<file path="src/rtl/hyperbus_read_packer.sv">
// -----------------------------------------------------------------------------
// hyperbus_read_packer
//   Packs 16-bit words popped from the HyperBus read CDC FIFO (clk0 domain) into
//   32-bit read beats with byte strobes and a last flag. It tracks the remaining
//   word count of the current burst and flags a timeout when the FIFO delivers
//   no word for TIMEOUT_CYCLES consecutive receive cycles.
//
// Ports
//   clk0         system clock
//   rst_i        synchronous active-high reset
//   start_i      begin a burst (honoured in IDLE only, ignored when len_i == 0)
//   len_i        burst length in 16-bit words, sampled with start_i
//   start_odd_i  first word lands in the upper half-word
//   abort_i      cancel the current burst, drop any pending beat
//   in_valid_i   FIFO word valid
//   in_data_i    FIFO word
//   in_ready_o   FIFO pop
//   out_valid_o  beat valid
//   out_data_o   beat data
//   out_strb_o   byte strobes
//   out_last_o   final beat of the burst
//   out_ready_i  downstream accepts beat
//   busy_o       FSM not in IDLE
//   error_o      sticky timeout flag, cleared by the next accepted start
// -----------------------------------------------------------------------------
module hyperbus_read_packer #(
  parameter int LEN_W          = 16,
  parameter int TIMEOUT_CYCLES = 1024
) (
  input  logic             clk0,
  input  logic             rst_i,
  input  logic             start_i,
  input  logic [LEN_W-1:0] len_i,
  input  logic             start_odd_i,
  input  logic             abort_i,
  input  logic             in_valid_i,
  input  logic [15:0]      in_data_i,
  output logic             in_ready_o,
  output logic             out_valid_o,
  output logic [31:0]      out_data_o,
  output logic [3:0]       out_strb_o,
  output logic             out_last_o,
  input  logic             out_ready_i,
  output logic             busy_o,
  output logic             error_o
);

  localparam int TCNT_W = $clog2(TIMEOUT_CYCLES) + 1;

  typedef enum logic [1:0] {
    S_IDLE = 2'd0,
    S_RECV = 2'd1,
    S_LAST = 2'd2
  } state_e;

  state_e              state_q;
  logic [LEN_W-1:0]    rem_q;
  logic                half_q;     // next word goes to the upper half-word
  logic                low_vld_q;  // low holding register carries a word
  logic [15:0]         low_q;
  logic [TCNT_W-1:0]   tcnt_q;
  logic                out_valid_q;
  logic [31:0]         out_data_q;
  logic [3:0]          out_strb_q;
  logic                out_last_q;
  logic                error_q;

  logic                in_ready_s;
  logic                accept_s;
  logic                final_s;
  logic                beat_s;
  logic                out_pop_s;
  logic                tcnt_hit_s;
  logic [31:0]         beat_data_s;
  logic [3:0]          beat_strb_s;

  // Handshake decode and assembly of the beat formed by the word being accepted
  always_comb begin
    in_ready_s  = (state_q == S_RECV) && (!out_valid_q || out_ready_i);
    accept_s    = in_valid_i && in_ready_s;
    final_s     = (rem_q == LEN_W'(1));
    beat_s      = accept_s && (half_q || final_s);
    out_pop_s   = out_valid_q && out_ready_i;
    tcnt_hit_s  = (tcnt_q == TCNT_W'(TIMEOUT_CYCLES - 1));
    beat_data_s = 32'h0000_0000;
    beat_strb_s = 4'h0;
    if (half_q) begin
      if (low_vld_q) begin
        beat_data_s = {in_data_i, low_q};
        beat_strb_s = 4'hF;
      end else begin
        // odd start: nothing was received for the lower half
        beat_data_s = {in_data_i, 16'h0000};
        beat_strb_s = 4'hC;
      end
    end else begin
      // only reached as a beat when this is the burst's final word
      beat_data_s = {16'h0000, in_data_i};
      beat_strb_s = 4'h3;
    end
  end

  // Burst FSM with registered beat outputs, timeout counter and error flag
  always_ff @(posedge clk0) begin
    if (rst_i) begin
      state_q     <= S_IDLE;
      rem_q       <= {LEN_W{1'b0}};
      half_q      <= 1'b0;
      low_vld_q   <= 1'b0;
      low_q       <= 16'h0000;
      tcnt_q      <= {TCNT_W{1'b0}};
      out_valid_q <= 1'b0;
      out_data_q  <= 32'h0000_0000;
      out_strb_q  <= 4'h0;
      out_last_q  <= 1'b0;
      error_q     <= 1'b0;
    end else if (abort_i) begin
      state_q     <= S_IDLE;
      rem_q       <= {LEN_W{1'b0}};
      half_q      <= 1'b0;
      low_vld_q   <= 1'b0;
      tcnt_q      <= {TCNT_W{1'b0}};
      out_valid_q <= 1'b0;
      out_last_q  <= 1'b0;
    end else begin
      case (state_q)
        S_IDLE: begin
          // a non-final beat left behind by a timeout drains here
          if (out_pop_s) begin
            out_valid_q <= 1'b0;
          end
          if (start_i && (len_i != {LEN_W{1'b0}})) begin
            state_q   <= S_RECV;
            rem_q     <= len_i;
            half_q    <= start_odd_i;
            low_vld_q <= 1'b0;
            tcnt_q    <= {TCNT_W{1'b0}};
            error_q   <= 1'b0;
          end
        end
        S_RECV: begin
          if (accept_s) begin
            rem_q  <= rem_q - LEN_W'(1);
            tcnt_q <= {TCNT_W{1'b0}};
            if (beat_s) begin
              // in_ready guarantees the output register is free or draining now
              out_valid_q <= 1'b1;
              out_data_q  <= beat_data_s;
              out_strb_q  <= beat_strb_s;
              out_last_q  <= final_s;
              half_q      <= 1'b0;
              low_vld_q   <= 1'b0;
              if (final_s) begin
                state_q <= S_LAST;
              end
            end else begin
              low_q     <= in_data_i;
              low_vld_q <= 1'b1;
              half_q    <= 1'b1;
              if (out_pop_s) begin
                out_valid_q <= 1'b0;
              end
            end
          end else begin
            if (out_pop_s) begin
              out_valid_q <= 1'b0;
            end
            if (tcnt_hit_s) begin
              error_q   <= 1'b1;
              state_q   <= S_IDLE;
              half_q    <= 1'b0;
              low_vld_q <= 1'b0;
              tcnt_q    <= {TCNT_W{1'b0}};
            end else begin
              tcnt_q <= tcnt_q + TCNT_W'(1);
            end
          end
        end
        S_LAST: begin
          if (out_pop_s) begin
            out_valid_q <= 1'b0;
            out_last_q  <= 1'b0;
            state_q     <= S_IDLE;
          end
        end
        default: begin
          state_q     <= S_IDLE;
          out_valid_q <= 1'b0;
          out_last_q  <= 1'b0;
        end
      endcase
    end
  end

  assign in_ready_o  = in_ready_s;
  assign out_valid_o = out_valid_q;
  assign out_data_o  = out_data_q;
  assign out_strb_o  = out_strb_q;
  assign out_last_o  = out_last_q;
  assign busy_o      = (state_q != S_IDLE);
  assign error_o     = error_q;

endmodule

</file>
<file path="config.mk">
export PLATFORM = sky130hd
export DESIGN_NAME = hyperbus_read_packer
export DESIGN_NICKNAME = d
export VERILOG_FILES = /design/src/rtl/hyperbus_read_packer.sv
export SDC_FILE = /design/constraint.sdc
export NUM_CORES = 1
export LEC_CHECK = 0
export ABC_CLOCK_PERIOD_IN_PS = 5600
export BUFFER_PORTS_ARGS = -buffer_cell sky130_fd_sc_hd__buf_2
export CORE_MARGIN = 2
export CORE_UTILIZATION = 50
export CTS_CLUSTER_SIZE = 24
export DETAILED_ROUTE_END_ITERATION = 7
export PLACE_DENSITY_LB_ADDON = 0.3
export SLEW_MARGIN = 15
export SYNTH_ARGS = -nofsm -noshare
export SYNTH_HDL_FRONTEND = slang
export SYNTH_SLANG_ARGS = --single-unit
</file>
<file path="constraint.sdc">
create_clock -name clk0 -period 5.6 [get_ports clk0]
set_input_delay 0.56 -clock clk0 [delete_from_list [all_inputs] [get_ports clk0]]
set_output_delay 0.56 -clock clk0 [all_outputs]
set_load 0.1 [all_outputs]
</file>
### After elaboration in Yosys (flattened, before gate mapping)

Index checks and enable logic that the tools add are counted.

* register bits: 86
* input port bits: 39
* output and inout bits: 41
* word-level logic and storage cells: 87

* $add $sub $neg: 2
* equality and inequality tests: 13
* mux-type cells: 36
* bitwise logic cells: 3
* reduce and logical (&&, ||, !) cells: 22

Operators by type and width (count)
* $mux 16: 3
* $mux 11: 3
* $mux 32: 1
* $pmux 16 s2: 1
* $pmux 11 s2: 1
* $eq 16x1->1 const B: 1
* $reduce_bool 16->1: 1
* $sub 16x1->16 const B: 1
* $mux 2: 7
* $mux 1: 13
* $ne 2x2->1 const B: 6
* $reduce_and 4->1: 3
* $add 11x1->11 const B: 1
* $eq 11x10->1 const B: 1
* $reduce_and 5->1: 2
* $ne 3x3->1 const B: 3
* $pmux 1 s2: 4
* $pmux 2 s3: 1
* $reduce_and 3->1: 2
* $logic_and 1x1->1: 5
* $mux 4: 1
* $reduce_bool 2->1: 2
* $reduce_or 2->1: 2
* $not 1->1: 3
* 7 further kinds: 8

### Longest topological paths before layout

Gate-level depths: netlist of the first run.

* depth in word-level cells: 8
* depth in mapped cells: 9

### Least setup slack after synthesis of the first run

Ideal clock, no wire load.

* path kind: register -> register
* from: register out_valid_q (netlist: out_valid_o)
* to: register rem_q[12]
* data arrival time: 2434 ps
* required time: 5513 ps
* path slack: 3079 ps
* stages on the path, launching flop included: 8
* path buffers: 2
* cells stage by stage: dfxtp_1 -> nand2b_1 -> and3_1 -> buf_2 -> a31oi_1 -> buf_2 -> o211ai_1 -> o31ai_1

* cells in the longest elaborated chain, start to end: 6

Ends and longest elaborated chain
* start, declared: line 62 `logic out_valid_q;`
* start signal, assigned: line 112 `out_valid_q <= 1'b0;`
* start signal, assigned: line 123 `out_valid_q <= 1'b0;`
* start signal, assigned: line 130 `out_valid_q <= 1'b0;`
* $logic_not 1->1: line 79 `in_ready_s = (state_q == S_RECV) && (!out_valid_q || out_ready_i);`
* $logic_or 1x1->1: line 79
* $logic_and 1x1->1: line 79
* $logic_and 1x1->1: line 80 `accept_s = in_valid_i && in_ready_s;`
* $ne 2x2->1 (no line)
* $reduce_and 3->1 (no line)
* end signal, assigned: line 107 `rem_q <= {LEN_W{1'b0}};`
* end signal, assigned: line 119 `rem_q <= {LEN_W{1'b0}};`
* end signal, assigned: line 134 `rem_q <= len_i;`
* end, declared: line 57 `logic [LEN_W-1:0] rem_q;`

No other way between the ends.
A chain may end at the register's enable or synchronous reset.

### Worst setup path in the final report of the first run

* from: register state_q[0]
* to: register out_data_q[10] (netlist: out_data_o[10])

* cells in the longest elaborated chain, start to end: 5

Ends and longest elaborated chain
* start, declared: line 56 `state_e state_q;`
* start signal, assigned: line 106 `state_q <= S_IDLE;`
* start signal, assigned: line 118 `state_q <= S_IDLE;`
* start signal, assigned: line 133 `state_q <= S_RECV;`
* $eq 2x1->1 (*): line 79, 126
* $logic_and 1x1->1: line 79
* $logic_and 1x1->1: line 80
* $logic_and 1x1->1: line 82 `beat_s = accept_s && (half_q || final_s);`
* $reduce_and 4->1 (no line) (*)
* end signal, assigned: line 148 `out_data_q <= beat_data_s;`
* end, declared: line 63 `logic [31:0] out_data_q;`

Mark *: on every way between the ends. The rest lies on a longest branch, timed or not.

==> impl_summary.log, run 1 <==
INFO  metric grt_pass1_wl = 16800 um
INFO  metric max-clock-path-buffers = 2
INFO  metric clock.fmax = 0.3157 GHz
INFO  metric status = finished, final reports clean
INFO  metric cts.root.buffer_cell = sky130_fd_sc_hd__clkbuf_8
INFO  metric endpoint_kind = flop
INFO  metric yosysWarnings = 0
INFO  metric commonest_cells_post_synth = sky130_fd_sc_hd__dfxtp_1, sky130_fd_sc_hd__a21oi_1, sky130_fd_sc_hd__nand2_1, sky130_fd_sc_hd__o21ai_0, sky130_fd_sc_hd__nand3_1
INFO  metric timing.critical_path.to = out_data_o[10]
INFO  metric gp_congestion = 0.9068
INFO  metric synthesis.area_per_instance = 8.346 um^2
INFO  metric cp_data_required_time = 5.81 ns
INFO  metric top_level_ports = 80
INFO  metric groute.usage.overall = 0.2392
INFO  metric timing.critical_path.from = state_q[0]
INFO  metric detail_route.wirelength = 10310 um
INFO  metric synth.top_cell.area_share = 0.4155
INFO  metric clock_pin_slew_on_the_worst_setup_and_hold_paths = 0.10 ns
INFO  metric grt_pass1_vias = 3461
INFO  metric worst_slew_margin_rel = 0.2633
INFO  metric layout-area-overhead-vs-synth = 14.19%
INFO  metric chipHeight = 93.98 um
INFO  metric timing.final.crit_period = 3.167 ns
INFO  metric placement.io_buffers = 79
INFO  metric via_count = 3839
INFO  metric core_area = 0.007767 mm^2
INFO  metric crit_fanout = 19
INFO  metric detailed_place.area = 0.004417 mm^2
INFO  metric grt_antenna_before_repair = 0
INFO  metric initial_core_util = 0.5211
INFO  metric cts_inserted_buffers = 9
INFO  metric postCtsSetupBuffers = 0
INFO  metric final.setup_skew = 0.01311 ns
INFO  metric report.final.slew_viol_count = 0
INFO  metric min-delay-path-class = in -> reg
INFO  metric critical_path.reg2reg.endpoint = out_data_o[10]
INFO  metric detailedPlacementHpwl = 7183 um
INFO  metric vias_per_cell = 5.961
INFO  metric finalInstanceArea = 0.004622 mm^2
INFO  metric final_critical_path_setup_slack = 2.433 ns
INFO  metric drt.antenna.violating_nets = 0
INFO  metric setup_viol_count_final = 0
INFO  metric timing.max_cap.violations = 0
INFO  metric number_of_flops_mapped_to_enable_cells_by_yosys = 0
INFO  metric timing.reg2reg.worst_path_depth = 5
INFO  metric place_ws = 2.477 ns
INFO  metric grt_max_degree = 54
INFO  metric drt_pre_antenna_iters = 4
INFO  metric synth.net_count = 527
INFO  metric synth_area = 0.004048 mm^2
INFO  metric rsz0062_at_grt = no
INFO  metric remaining_drc_errors = 0
INFO  metric die_w = 93.98 um
INFO  metric timing.critical_path.from_type = flop
INFO  metric synthesis_stage_register_bit_count = 84
INFO  metric post_cts.resized_instances = 0
INFO  metric timing.hold.worst_path_depth = 3
INFO  metric ys_seq_area_frac = 0.4155
INFO  metric totalPowerFinal = 0.001232 W
INFO  metric power_density_over_the_cells = 266.7 mW/mm^2
INFO  metric hold_viol_final = 0
INFO  metric postSynthCellCount = 485
INFO  metric ir_drop = 137.3 uV
INFO  metric antenna_cells_inserted = 0
INFO  metric r2r_setup_slack = 2.43 ns
INFO  metric worst_r2r_startpoint = state_q[0]
INFO  metric synthDistinctLibCells = 58
INFO  metric top_count_cell_post_synth = sky130_fd_sc_hd__dfxtp_1
INFO  metric synthFlopType = sky130_fd_sc_hd__dfxtp_1
INFO  metric worstMarginPinSlew = 1.105 ns
INFO  metric largest_cells_by_area_after_synthesis = sky130_fd_sc_hd__dfxtp_1, sky130_fd_sc_hd__a21oi_1, sky130_fd_sc_hd__mux2i_1
INFO  metric final_net_count = 579
INFO  metric total_of_hold_buffers_inserted_after_clock_tree_synthesis = 0
INFO  metric timing.critical_path.arrival = 3.38 ns
INFO  metric asyncSetResetFlopFracSynth = 0
INFO  metric final_routed_wire_length_divided_by_cell_count = 16.01 um
INFO  metric final.setup.tns = 0 ns
INFO  metric standard_cell_row_count = 32
INFO  metric drive_above_1_share = 0.2140
INFO  metric global_route.overflow_total = 0
INFO  metric cts_sinks = 84
INFO  metric yosysTopAreaCell = sky130_fd_sc_hd__dfxtp_1
INFO  metric clkLatencyLatePin = 0.37 ns
INFO  metric crit_path_class = reg -> reg
INFO  metric dr.first_iter.drc_count = 312
INFO  metric clock_tree_from_tritoncts = yes
INFO  metric leakagePower = 1.718 nW
INFO  metric final_min_period_over_clock_period = 0.5656
INFO  metric fp.dieArea = 0.008831 mm^2
INFO  metric cts_htree_levels = 3
layer usage:
| metal | vias up | part of all wire | GRT usage |
|---|---|---|---|
| met1 | 1794 | 0.45 | 0.3263 |
| met4 | 0 | 0.014 | 0.07367 |
| met5 | - | 0 | 0 |
| met2 | 145 | 0.47 | 0.3804 |
| met3 | 17 | 0.069 | 0.04976 |
| li1 | 1883 | - | - |
cells in the final DEF (no fill, tap or decap), types with 9 or more instances in the layout:
master / count
sky130_fd_sc_hd__a211oi_1: 11
sky130_fd_sc_hd__nand2b_1: 13
sky130_fd_sc_hd__nor2_1: 27
sky130_fd_sc_hd__mux2i_1: 21
sky130_fd_sc_hd__buf_2: 79
sky130_fd_sc_hd__nor4_1: 9
sky130_fd_sc_hd__nand3_1: 34
sky130_fd_sc_hd__a311oi_1: 10
sky130_fd_sc_hd__a21oi_1: 66
sky130_fd_sc_hd__dfxtp_1: 84
sky130_fd_sc_hd__o21ai_0: 35
sky130_fd_sc_hd__nand2_1: 35
sky130_fd_sc_hd__clkbuf_8: 9
sky130_fd_sc_hd__nor3_1: 10
sequential cells by signal, summed over array words and instances, names as in the netlist:
register,cells
out_valid_o,1
out_last_o,1
low_q,16
half_q,1
error_o,1
out_data_o,32
low_vld_q,1
state_q,2
tcnt_q,11
rem_q,16
out_strb_o,2
logic make-up after synthesis:
family / after synthesis / share of synthesized area
buf+inv: 48 / 0.05255
mux: 21 / 0.05193
xor+xnor: 3 / 0.006493
simple gates: 165 / 0.2145
flops: 84 / 0.4155
compound gates: 161 / 0.2498
fa+ha+maj: 3 / 0.009275
final cells by class:
class                      count  area, um^2
clock inverter                 7       81.33
sequential                    84        1682
inverter                       8       30.03
multi-input combinational    353        2167
fill                         732        3146
clock buffer                   9       123.9
timing repair buffer          81       410.4
tap                          102       127.6
report_power, final:
part	internal, W	total (W)	switching (W)
clock	0.000214	0.000456	0.000242
combinational	0.0000492	0.000158	0.000109
sequential	0.000606	0.000618	0.0000124
how the worst min path moves through the flow:
stage	start	slack, ns	end
CTS	in_data_i[5]	0.43	low_q[5]
finish	in_data_i[5]	0.45	low_q[5]
global route	in_data_i[5]	0.44	low_q[5]
global placement	tcnt_q[10]	0.43	tcnt_q[10]
detailed placement	tcnt_q[10]	0.44	tcnt_q[10]
floorplan	tcnt_q[10]	0.43	tcnt_q[10]
critical path, cell delays in order, from the launching register on:
cell and delay [ns]:
sky130_fd_sc_hd__dfxtp_1 0.67, sky130_fd_sc_hd__nor2b_2 0.64, sky130_fd_sc_hd__and3_1 0.45, sky130_fd_sc_hd__nand2b_1 0.41
sky130_fd_sc_hd__nor2_2 0.65, sky130_fd_sc_hd__a311oi_1 0.19
stage by stage:
stage / cells / util / hold slack (ns)
3_5_place_dp: 628 / 0.5686 / 0.4430
2_1_floorplan: 485 / - / 0.4280
4_1_cts: 644 / 0.5950 / 0.4330
3_3_place_gp: 628 / 0.5680 / 0.4317
6_report: 644 / 0.5950 / 0.4467
5_1_grt: 644 / 0.5950 / 0.4372
Note: power is estimated with default switching activity, not from simulation.
==> inputs of run 2 (changes only) <==
- ABC_CLOCK_PERIOD_IN_PS: 5600 -> 2600
- clock period: 5.6 -> 2.6 ns (I/O delays scaled with it)
==> impl_summary.log, run 2 (same netlist as run 1, synthesis figures left out) <==
INFO  metric cell_count_final_fillers_out = 656 (was 644)
INFO  metric detail_route.wirelength = 10350 um (was 10310 um)
INFO  metric hold_end = low_q[4] (was low_q[5])
INFO  metric status = finished, final reports clean (unchanged)
INFO  metric final_routed_wire_length_divided_by_cell_count = 15.78 um (was 16.01 um)
INFO  metric r2r_setup_slack = 0.42 ns (was 2.43 ns)
INFO  metric leakagePower = 1.763 nW (was 1.718 nW)
INFO  metric critical_path.max_stage_delay = 0.53 ns (was 0.67 ns)
INFO  metric ir_drop = 277.1 uV (was 137.3 uV)
INFO  metric via_count = 3892 (was 3839)
INFO  metric timing.critical_path.arrival = 2.45 ns (was 3.38 ns)
INFO  metric final_common_cell = sky130_fd_sc_hd__dfxtp_1 (unchanged)
INFO  metric worstHoldStart = in_data_i[4] (was in_data_i[5])
INFO  metric die_w = 93.98 um (unchanged)
INFO  metric slowest_stage = sky130_fd_sc_hd__a21o_1 (was sky130_fd_sc_hd__dfxtp_1)
INFO  metric max-clock-path-buffers = 2 (unchanged)
INFO  metric crit_family = compound AO/OA/AOI/OAI gates (was simple AND/OR/NAND/NOR gates)
INFO  metric worstPathBufferInverterCount = 0 (unchanged)
INFO  metric total_of_hold_buffers_inserted_after_clock_tree_synthesis = 0 (unchanged)
INFO  metric drt.antenna.violating_nets = 0 (unchanged)
INFO  metric crit_fanout = 17 (was 19)
INFO  metric placement.io_buffers = 79 (unchanged)
INFO  metric final_net_count = 591 (was 579)
INFO  metric standard_cell_row_count = 32 (unchanged)
INFO  metric clkLatencyLatePin = 0.37 ns (about the same)
INFO  metric chipHeight = 93.98 um (unchanged)
INFO  metric final.setup.tns = 0 ns (unchanged)
INFO  metric drive_above_1_share = 0.2292 (was 0.2140)
INFO  metric power_density_over_the_cells = 551.0 mW/mm^2 (was 266.7 mW/mm^2)
INFO  metric critical_path.reg2reg.endpoint = out_data_o[8] (was out_data_o[10])
INFO  metric dr.first_iter.drc_count = 315 (was 312)
INFO  metric power_frac_clock = 0.348 (was 0.370)
INFO  metric report.final.slew_viol_count = 0 (unchanged)
INFO  metric antenna_cells_inserted = 0 (unchanged)
INFO  metric drt_pre_antenna_iters = 4 (unchanged)
INFO  metric cts_htree_levels = 3 (unchanged)
INFO  metric fp.dieArea = 0.008831 mm^2 (unchanged)
INFO  metric setup_viol_count_final = 0 (unchanged)
INFO  metric min-delay-path-class = in -> reg (unchanged)
INFO  metric power.share.sequential = 0.515 (was 0.502)
INFO  metric hold_viol_final = 0 (unchanged)
INFO  metric worstPathCellList = or3_1 > nor3_4 > a21o_1 > a21oi_1 > a311oi_1 (was nor2b_2 > and3_1 > nand2b_1 > nor2_2 > a311oi_1)
INFO  metric top_level_ports = 80 (unchanged)
INFO  metric cts_sinks = 84 (unchanged)
INFO  metric worstMarginPinSlew = 0.8342 ns (was 1.105 ns)
INFO  metric grt_max_degree = 53 (was 54)
INFO  metric timing.max_cap.violations = 0 (unchanged)
INFO  metric post_cts.resized_instances = 0 (unchanged)
INFO  metric clock.fmax = 0.4595 GHz (was 0.3157 GHz)
INFO  metric groute.usage.overall = 0.2400 (was 0.2392)
INFO  metric postCtsSetupBuffers = 0 (unchanged)
INFO  metric p_int = 0.001789 W (was 0.0008691 W)
INFO  metric endpoint_kind = flop (unchanged)
INFO  metric cts.root.buffer_cell = sky130_fd_sc_hd__clkbuf_8 (unchanged)
INFO  metric remaining_drc_errors = 0 (unchanged)
INFO  metric cts_inserted_buffers = 9 (unchanged)
INFO  metric detailedPlacementHpwl = 7277 um (was 7183 um)
INFO  metric largest_reg_flops = 32 (unchanged)
INFO  metric grt_antenna_before_repair = 0 (unchanged)
INFO  metric layout_common_cells = sky130_fd_sc_hd__dfxtp_1, sky130_fd_sc_hd__buf_2, sky130_fd_sc_hd__a21oi_1 (unchanged)
INFO  metric clock_tree_from_tritoncts = yes (unchanged)
INFO  metric grt_pass1_wl = 16840 um (was 16800 um)
INFO  metric worst_r2r_startpoint = rem_q[11] (was state_q[0])
INFO  metric cp_data_required_time = 2.87 ns (was 5.81 ns)
INFO  metric initial_core_util = 0.5211 (unchanged)
INFO  metric timing.reg2reg.worst_path_depth = 5 (unchanged)
INFO  metric layout-area-overhead-vs-synth = 15.67% (was 14.19%)
INFO  metric timing.critical_path.from_type = flop (unchanged)
INFO  metric p_sw_frac = 0.3064 (was 0.2948)
INFO  metric vias_per_cell = 5.933 (was 5.961)
INFO  metric final_min_period_over_clock_period = 0.8370 (was 0.5656)
INFO  metric dp_cells = 640 (was 628)
INFO  metric gp_congestion = 0.8548 (was 0.9068)
INFO  metric timing.final.crit_period = 2.176 ns (was 3.167 ns)
INFO  metric global_route.overflow_total = 0 (unchanged)
INFO  metric final.setup_skew = 0.01206 ns (was 0.01311 ns)
INFO  metric timing.hold.worst_path_depth = 3 (unchanged)
INFO  metric worst_slew_margin_rel = 0.4393 (was 0.2633)
INFO  metric rsz0062_at_grt = no (unchanged)
INFO  metric core_area = 0.007767 mm^2 (unchanged)
INFO  metric crit_path_class = reg -> reg (unchanged)
INFO  metric share_comb_of_total_power = 0.137 (was 0.128)
INFO  metric switching_power_summed_over_all_nets = 0.0007905 W (was 0.0003633 W)
INFO  metric clock_pin_slew_on_the_worst_setup_and_hold_paths = 0.10 ns (about the same)
INFO  metric grt_pass1_vias = 3465 (was 3461)
==> run 2: final cells by class <==
type / count / area, um^2
Clock inverter: 7 / 62.56
Clock buffer: 9 / 123.9
Fill cell: 720 / 3085
Timing Repair Buffer: 93 / 500.5
Inverter: 8 / 30.03
Tap cell: 102 / 127.6
Multi-Input combinational cell: 353 / 2156
Sequential cell: 84 / 1682
==> run 2: worst reg2reg max path, cell delays in order (launching register included) <==
cell                       delay [ns]
sky130_fd_sc_hd__dfxtp_1         0.38
sky130_fd_sc_hd__or3_1           0.48
sky130_fd_sc_hd__nor3_4          0.29
sky130_fd_sc_hd__a21o_1          0.53
sky130_fd_sc_hd__a21oi_1         0.14
sky130_fd_sc_hd__a311oi_1        0.27
==> run 2: stage by stage <==
stage               instance area, um^2  power [W]  setup WS [ns]    util  hold slack (ns)
floorplan                          4048   0.001602        0.07934       -           0.4071
global placement                   4496   0.001700         0.5522  0.5788           0.4324
detailed placement                 4496   0.001707         0.4698  0.5788           0.4453
CTS                                4682   0.002597         0.4392  0.6028           0.1423
global route                       4682   0.002693         0.2835  0.6028           0.1589
finish                             4682   0.002580         0.4238  0.6028           0.1563
==> run 2: power by group through the flow <==
stage	clock (W)	combinational, W	sequential [W]
after global routing	0.000975	0.000387	0.00133
final	0.000898	0.000354	0.00133
after CTS	0.000919	0.000351	0.00133
after global placement	0	0.000345	0.00136
after detailed placement	0	0.000350	0.00136
after floorplan	0	0.000232	0.00137
==> run 2: how the worst max path moves through the flow <==
| stage | startpoint | end | depth (start not counted) |
|---|---|---|---|
| 4_1_cts | rem_q[11] | out_data_o[8] | 5 |
| 3_3_place_gp | rem_q[11] | out_data_o[8] | 5 |
| 3_5_place_dp | rem_q[11] | out_data_o[8] | 5 |
| 2_1_floorplan | out_valid_o | rem_q[12] | 7 |
| 5_1_grt | rem_q[11] | out_data_o[10] | 5 |
| 6_report | rem_q[11] | out_data_o[8] | 5 |
==> run 2: routing by layer <==
| metal | share of wire | global-route usage |
|---|---|---|
| met1 | 0.46 | 0.3397 |
| met2 | 0.46 | 0.3637 |
| met3 | 0.070 | 0.05056 |
| met4 | 0.013 | 0.07971 |
| met5 | 0 | 0 |
